<file path="config.mk">
export PLATFORM = sky130hd
export DESIGN_NAME = branch_target_buffer
export DESIGN_NICKNAME = d
export VERILOG_FILES = /design/src/rtl/bp_pkg.sv /design/src/rtl/btb_pend_pipe.sv /design/src/rtl/branch_target_buffer.sv
export SDC_FILE = /design/constraint.sdc
export NUM_CORES = 1
export LEC_CHECK = 0
export ABC_AREA = 1
export BUFFER_PORTS_ARGS = -buffer_cell sky130_fd_sc_hd__buf_2
export CAP_MARGIN = 20
export CORE_MARGIN = 3
export CORE_UTILIZATION = 45
export DETAILED_ROUTE_END_ITERATION = 6
export GPL_TIMING_DRIVEN = 0
export PLACE_DENSITY_LB_ADDON = 0.2
export SLEW_MARGIN = 20
export SYNTH_ARGS = -nofsm -noshare
export SYNTH_HDL_FRONTEND = slang
export SYNTH_SLANG_ARGS = --single-unit
</file>
<file path="constraint.sdc">
create_clock -name clk -period 2.8 [get_ports clk]
set_input_delay 0.42 -clock clk [delete_from_list [all_inputs] [get_ports clk]]
set_output_delay 0.42 -clock clk [all_outputs]
set_load 0.1 [all_outputs]
</file>
<file path="src/rtl/bp_pkg.sv">
// Shared types and helpers for the branch target buffer: pending-record layout,
// direction-counter constants and the saturating counter update.
package bp_pkg;

  // Record fields are sized for the widest supported PC; unused upper bits are constant.
  localparam int BP_MAX_W = 32;

  localparam int             CTR_W          = 2;
  localparam logic [CTR_W-1:0] CTR_WEAK_TAKEN = 2'd2;
  localparam logic [CTR_W-1:0] CTR_MAX        = 2'd3;

  typedef struct packed {
    logic                v;
    logic                pred_taken;
    logic [BP_MAX_W-1:0] pred_target;
    logic [BP_MAX_W-1:0] pc;
    logic [BP_MAX_W-1:0] idx;
    logic [BP_MAX_W-1:0] tag;
  } pend_rec_t;

  function automatic logic [CTR_W-1:0] sat_update(input logic [CTR_W-1:0] ctr,
                                                  input logic             taken);
    if (taken) begin
      return (ctr == CTR_MAX) ? ctr : ctr + 2'd1;
    end
    return (ctr == '0) ? ctr : ctr - 2'd1;
  endfunction

endpackage

</file>
<file path="src/rtl/btb_pend_pipe.sv">
// Fixed-latency shift register of in-flight predictions; no stalls, one record per cycle.
// squash or reset clears every valid bit at the next edge, including the record entering stage 0.
module btb_pend_pipe
  import bp_pkg::*;
#(
  parameter int DEPTH = 2
) (
  input  logic      clk,
  input  logic      reset,
  input  logic      squash,
  input  pend_rec_t stage0_d,
  output pend_rec_t tail_o
);

  pend_rec_t stage_q [DEPTH];

  always_ff @(posedge clk) begin
    stage_q[0] <= stage0_d;
    for (int i = 1; i < DEPTH; i++) begin
      stage_q[i] <= stage_q[i-1];
    end
    if (!reset || squash) begin
      for (int i = 0; i < DEPTH; i++) begin
        stage_q[i].v <= 1'b0;
      end
    end
  end

  assign tail_o = stage_q[DEPTH-1];

endmodule

</file>
<file path="src/rtl/branch_target_buffer.sv">
// Direct-mapped tagged BTB with 2-bit direction counters; predicts at ID, resolves RESOLVE_LAT cycles later.
// Define BTB_STATS_EN to add saturating lookup/mispredict counters.
module branch_target_buffer
  import bp_pkg::*;
#(
  parameter int ADDR_W      = 16,
  parameter int ENTRIES     = 16,
  parameter int TAG_W       = 4,
  parameter int RESOLVE_LAT = 2
) (
  input  logic              clk,
  input  logic              reset,
  input  logic              flush,
  input  logic              lookup_valid,
  input  logic [ADDR_W-1:0] lookup_pc,
  output logic              pred_taken,
  output logic [ADDR_W-1:0] pred_target,
  input  logic              resolve_valid,
  input  logic              resolve_taken,
  input  logic [ADDR_W-1:0] resolve_target,
  output logic              mispredict,
  output logic [ADDR_W-1:0] redirect_pc
`ifdef BTB_STATS_EN
  ,
  output logic [31:0]       stat_lookups,
  output logic [31:0]       stat_mispredicts
`endif
);

  localparam int IDX_W = $clog2(ENTRIES);

  logic [ENTRIES-1:0] vld_q;
  logic [TAG_W-1:0]   tag_q [ENTRIES];
  logic [ADDR_W-1:0]  tgt_q [ENTRIES];
  logic [CTR_W-1:0]   ctr_q [ENTRIES];

  logic [IDX_W-1:0] lk_idx;
  logic [TAG_W-1:0] lk_tag;
  logic             lk_act;
  logic             lk_hit;

  assign lk_idx      = lookup_pc[IDX_W-1:0];
  assign lk_tag      = lookup_pc[IDX_W+TAG_W-1:IDX_W];
  assign lk_act      = lookup_valid & ~flush;
  assign lk_hit      = vld_q[lk_idx] && (tag_q[lk_idx] == lk_tag);
  assign pred_taken  = lk_act & lk_hit & ctr_q[lk_idx][CTR_W-1];
  assign pred_target = tgt_q[lk_idx];

  pend_rec_t stage0_d;
  pend_rec_t tl;

  always_comb begin
    stage0_d             = '0;
    stage0_d.v           = lk_act & ~mispredict;
    stage0_d.pred_taken  = pred_taken;
    stage0_d.pred_target = BP_MAX_W'(pred_target);
    stage0_d.pc          = BP_MAX_W'(lookup_pc);
    stage0_d.idx         = BP_MAX_W'(lk_idx);
    stage0_d.tag         = BP_MAX_W'(lk_tag);
  end

  btb_pend_pipe #(
    .DEPTH (RESOLVE_LAT)
  ) u_pend (
    .clk      (clk),
    .reset    (reset),
    .squash   (mispredict | flush),
    .stage0_d (stage0_d),
    .tail_o   (tl)
  );

  logic [IDX_W-1:0]  rs_idx;
  logic [TAG_W-1:0]  rs_tag;
  logic [ADDR_W-1:0] rs_pc;
  logic [ADDR_W-1:0] rs_ptgt;
  logic              rs_eff;
  logic              rs_hit;
  logic              unused_tl;

  assign rs_idx    = tl.idx[IDX_W-1:0];
  assign rs_tag    = tl.tag[TAG_W-1:0];
  assign rs_pc     = tl.pc[ADDR_W-1:0];
  assign rs_ptgt   = tl.pred_target[ADDR_W-1:0];
  assign unused_tl = ^tl;

  // A resolve with no live record behind it (squashed or never issued) is dropped entirely.
  assign rs_eff      = resolve_valid & tl.v;
  assign rs_hit      = vld_q[rs_idx] && (tag_q[rs_idx] == rs_tag);
  assign mispredict  = rs_eff & ((resolve_taken != tl.pred_taken) |
                                 (resolve_taken & (resolve_target != rs_ptgt)));
  assign redirect_pc = resolve_taken ? resolve_target : rs_pc;

  always_ff @(posedge clk) begin
    if (!reset) begin
      vld_q <= '0;
    end else if (rs_eff) begin
      if (rs_hit) begin
        ctr_q[rs_idx] <= sat_update(ctr_q[rs_idx], resolve_taken);
        if (resolve_taken) begin
          tgt_q[rs_idx] <= resolve_target;
        end
      end else if (resolve_taken) begin
        vld_q[rs_idx] <= 1'b1;
        tag_q[rs_idx] <= rs_tag;
        tgt_q[rs_idx] <= resolve_target;
        ctr_q[rs_idx] <= CTR_WEAK_TAKEN;
      end
    end
  end

`ifdef BTB_STATS_EN
  logic [31:0] lookups_q, lookups_d;
  logic [31:0] mispred_q, mispred_d;

  always_comb begin
    lookups_d = lookups_q;
    mispred_d = mispred_q;
    if (lk_act && (lookups_q != '1)) lookups_d = lookups_q + 32'd1;
    if (mispredict && (mispred_q != '1)) mispred_d = mispred_q + 32'd1;
  end

  always_ff @(posedge clk) begin
    if (!reset) begin
      lookups_q <= '0;
      mispred_q <= '0;
    end else begin
      lookups_q <= lookups_d;
      mispred_q <= mispred_d;
    end
  end

  assign stat_lookups     = lookups_q;
  assign stat_mispredicts = mispred_q;
`endif

endmodule

</file>
==> results.ini <==
[floorplan]
die_w_um = 203
dieArea_sq_mm = 0.0412
die_y_um = 203
num_io_pins = 72
start_util_pct = 46.0
rows = 71
core_sq_mm = 0.0380

[flow_run]
maxCapViolCount = 0

[routing]
dr.first_iter.drc_count = 1576
wl_per_cell_um = 24.6
wirelength_mm = 55.3
route.vias.total = 12900
drc_errors = 0
dr.pass1.iters = 6
postRouteAntennaNets = 0
viasPerCell = 5.72

[clock_tree]
cts_tree = done
cts_root_buffer = clkbuf_16
clock_latency_ns = 0.59
cts.sinks = 436
cts.path.max_buffers = 3
cts-buffers-inserted = 47
h-tree-depth = 2
clk_pin_slew_ns = 0.06

[yosys]
synth-seq-cells = 436
synth_area_sq_mm = 0.0175
yosysUniqueCellTypes = 35
yosys_warnings = 0
yosysTopAreaCellShare_pct = 60.5
ys.flop_type = edfxtp_1
synth_edf_count = 352
async_flop_share_pct = 0
yosysSeqAreaShare_pct = 70.1
synth_nets = 1588
avgSynthCellArea_sq_um = 11.3
synth_area_leaders = edfxtp_1, dfxtp_1, o21ai_0
netlist_instances = 1550
yosysTopAreaCell = edfxtp_1

[layout]
final_cell_count_no_fill = 2249
final_common_cell = edfxtp_1
area_growth_pct = 20.0
drive_above_1_share_pct = 18.3
nets = 1737
nFillCells = 3303
final_cell_mix = edfxtp_1, nand2_1, o21ai_0, nor2_1, inv_1
finish.utilization_pct = 55.2

[power]
ir_worst_vdd_v = 0.000418
leakagePower_nw = 7.70
powerDensity_mw_per_mm2 = 687

[placed_design]
dp.cells = 2140
numPortBuffers = 70
dp_hpwl_mm = 35.8
gp_routability_congestion = 0.944

[critical_path]
critPathArrivalTime_ns = 2.38
worst-setup-path-type = input pin to output port
crit_fanout = 10
endpoint_kind = output port
crit_path_start_kind = input pin
worstPathRequired_ns = 2.38
reg2reg_depth = 12

[timing]
timing.fmax_mhz = 357
report.final.slew_viol_count = 0
layout_min_cycle_time_ns = 2.80
slew_headroom_pct = 42.0
setup_violations = 0
fin_skew_ns = 0.0150
fin_crit_sh_pct = 99.9
rsz0062_at_grt = true
final_hold_viol_count = 0
final.setup.tns_ns = 0
worst_pin_slew_ns = 0.868

[min_path]
hold-path-cell-count = 1
hold_path.class = input pin to flop

[global_routing]
antenna_found_initial = 1
grt_pass1_vias = 12600
grt_max_degree = 20
grt_pass1_wl_mm = 80.6
grt_overflow = 0
grt_use_total_pct = 26.5

[run_status]
outcome = finished clean

repair_timing:
item / CTS / global route
hold buffers: 13 / 0
setup buffers: 8 / 0
hold endpoints to repair: 13 / 0
pin swaps: 7 / 5
gates resized for setup: 149 / 55
cloned: 0 / 1
endpoints found under the setup margin: 118 / 106
cell type report:
type	count	area (sq um)	share of cell area [%]
clock inverters	18	109	0.519
clock buffers	69	1350	6.44
inverters	97	372	1.77
diodes	1	2.50	0.0119
plain buffers	101	731	3.48
flip-flops and latches	436	12300	58.4
multi-input cells	916	4620	22.0
well taps	511	639	3.05
repair buffers	100	893	4.26
sequential cells by signal (all words and copies together), names as in the netlist:
register	flops
ctr_q	32
tag_q	64
tgt_q	256
u_pend.stage_q	68
vld_q	16
worst max-delay path: stages:
cell      delay (ns)
buf_2           0.25
clkbuf_2        0.43
clkbuf_2        0.42
o221ai_1        0.20
nand3_1         0.20
nand2_1         0.11
buf_4           0.16
buf_6           0.17
per-stage QoR:
stage / instance area (sq um) / worst slack [ns] / power [mW] / hold slack, ns
2_1_floorplan: 17500 / -0.685 / 8.08 / 0.310
4_1_cts: 20900 / -0.00992 / 14.4 / 0.0378
6_report: 21000 / 0.00187 / 14.4 / 0.0570
3_3_place_gp: 18500 / -1.47 / 8.51 / 0.310
5_1_grt: 21000 / -0.00655 / 14.8 / 0.0484
3_5_place_dp: 18800 / -1.45 / 8.52 / 0.312
kinds of logic (layout without fill, tap and decap cells):
group	Yosys count	count (layout)	share of synthesized area, %
DFF	436	436	70.1
other	0	1	0
xor gates and xnor gates	8	8	0.401
AOI/OAI and AO/OA	348	348	11.9
and+or+nand+nor	559	560	12.7
buffers and inverters	199	385	4.87
power breakdown:
group	total, mW	switching [mW]	internal [mW]
combinational	1.40	1.03	0.372
clock	5.88	2.54	3.35
sequential	7.13	0.0460	7.08
total	14.4	3.61	10.8
routing by layer:
metal | vias up | global-route usage [%] | routed length [um]
li1 | 5768 | - | -
met1 | 6257 | 34.3 | 21500
met2 | 694 | 43.9 | 26700
met3 | 153 | 4.84 | 4630
met4 | 0 | 11.8 | 2390
met5 | - | 0 | 0
cells in the mapped netlist, types with 5 or more instances:
| cell | n |
|---|---|
| a21oi_1 | 14 |
| a22oi_1 | 8 |
| buf_2 | 6 |
| buf_4 | 20 |
| clkbuf_1 | 73 |
| dfxtp_1 | 84 |
| edfxtp_1 | 352 |
| inv_1 | 92 |
| nand2_1 | 273 |
| nand3_1 | 43 |
| nand4_1 | 5 |
| nor2_1 | 219 |
| nor2_2 | 11 |
| o211ai_1 | 21 |
| o21ai_0 | 207 |
| o21ai_1 | 8 |
| o221ai_1 | 57 |
| o22ai_1 | 23 |
| xnor2_1 | 6 |
final timing paths:
check                    startpoint  slack, ns                     end
max                    lookup_pc[2]      0.002          pred_target[6]
min reg2reg   u_pend.stage_q[0][78]       0.32  u_pend.stage_q[0][208]
max reg2reg  u_pend.stage_q[0][194]       0.03             ctr_q[7][0]
min                    lookup_pc[0]       0.06   u_pend.stage_q[0][64]
Power figures use the tool's default switching activity.
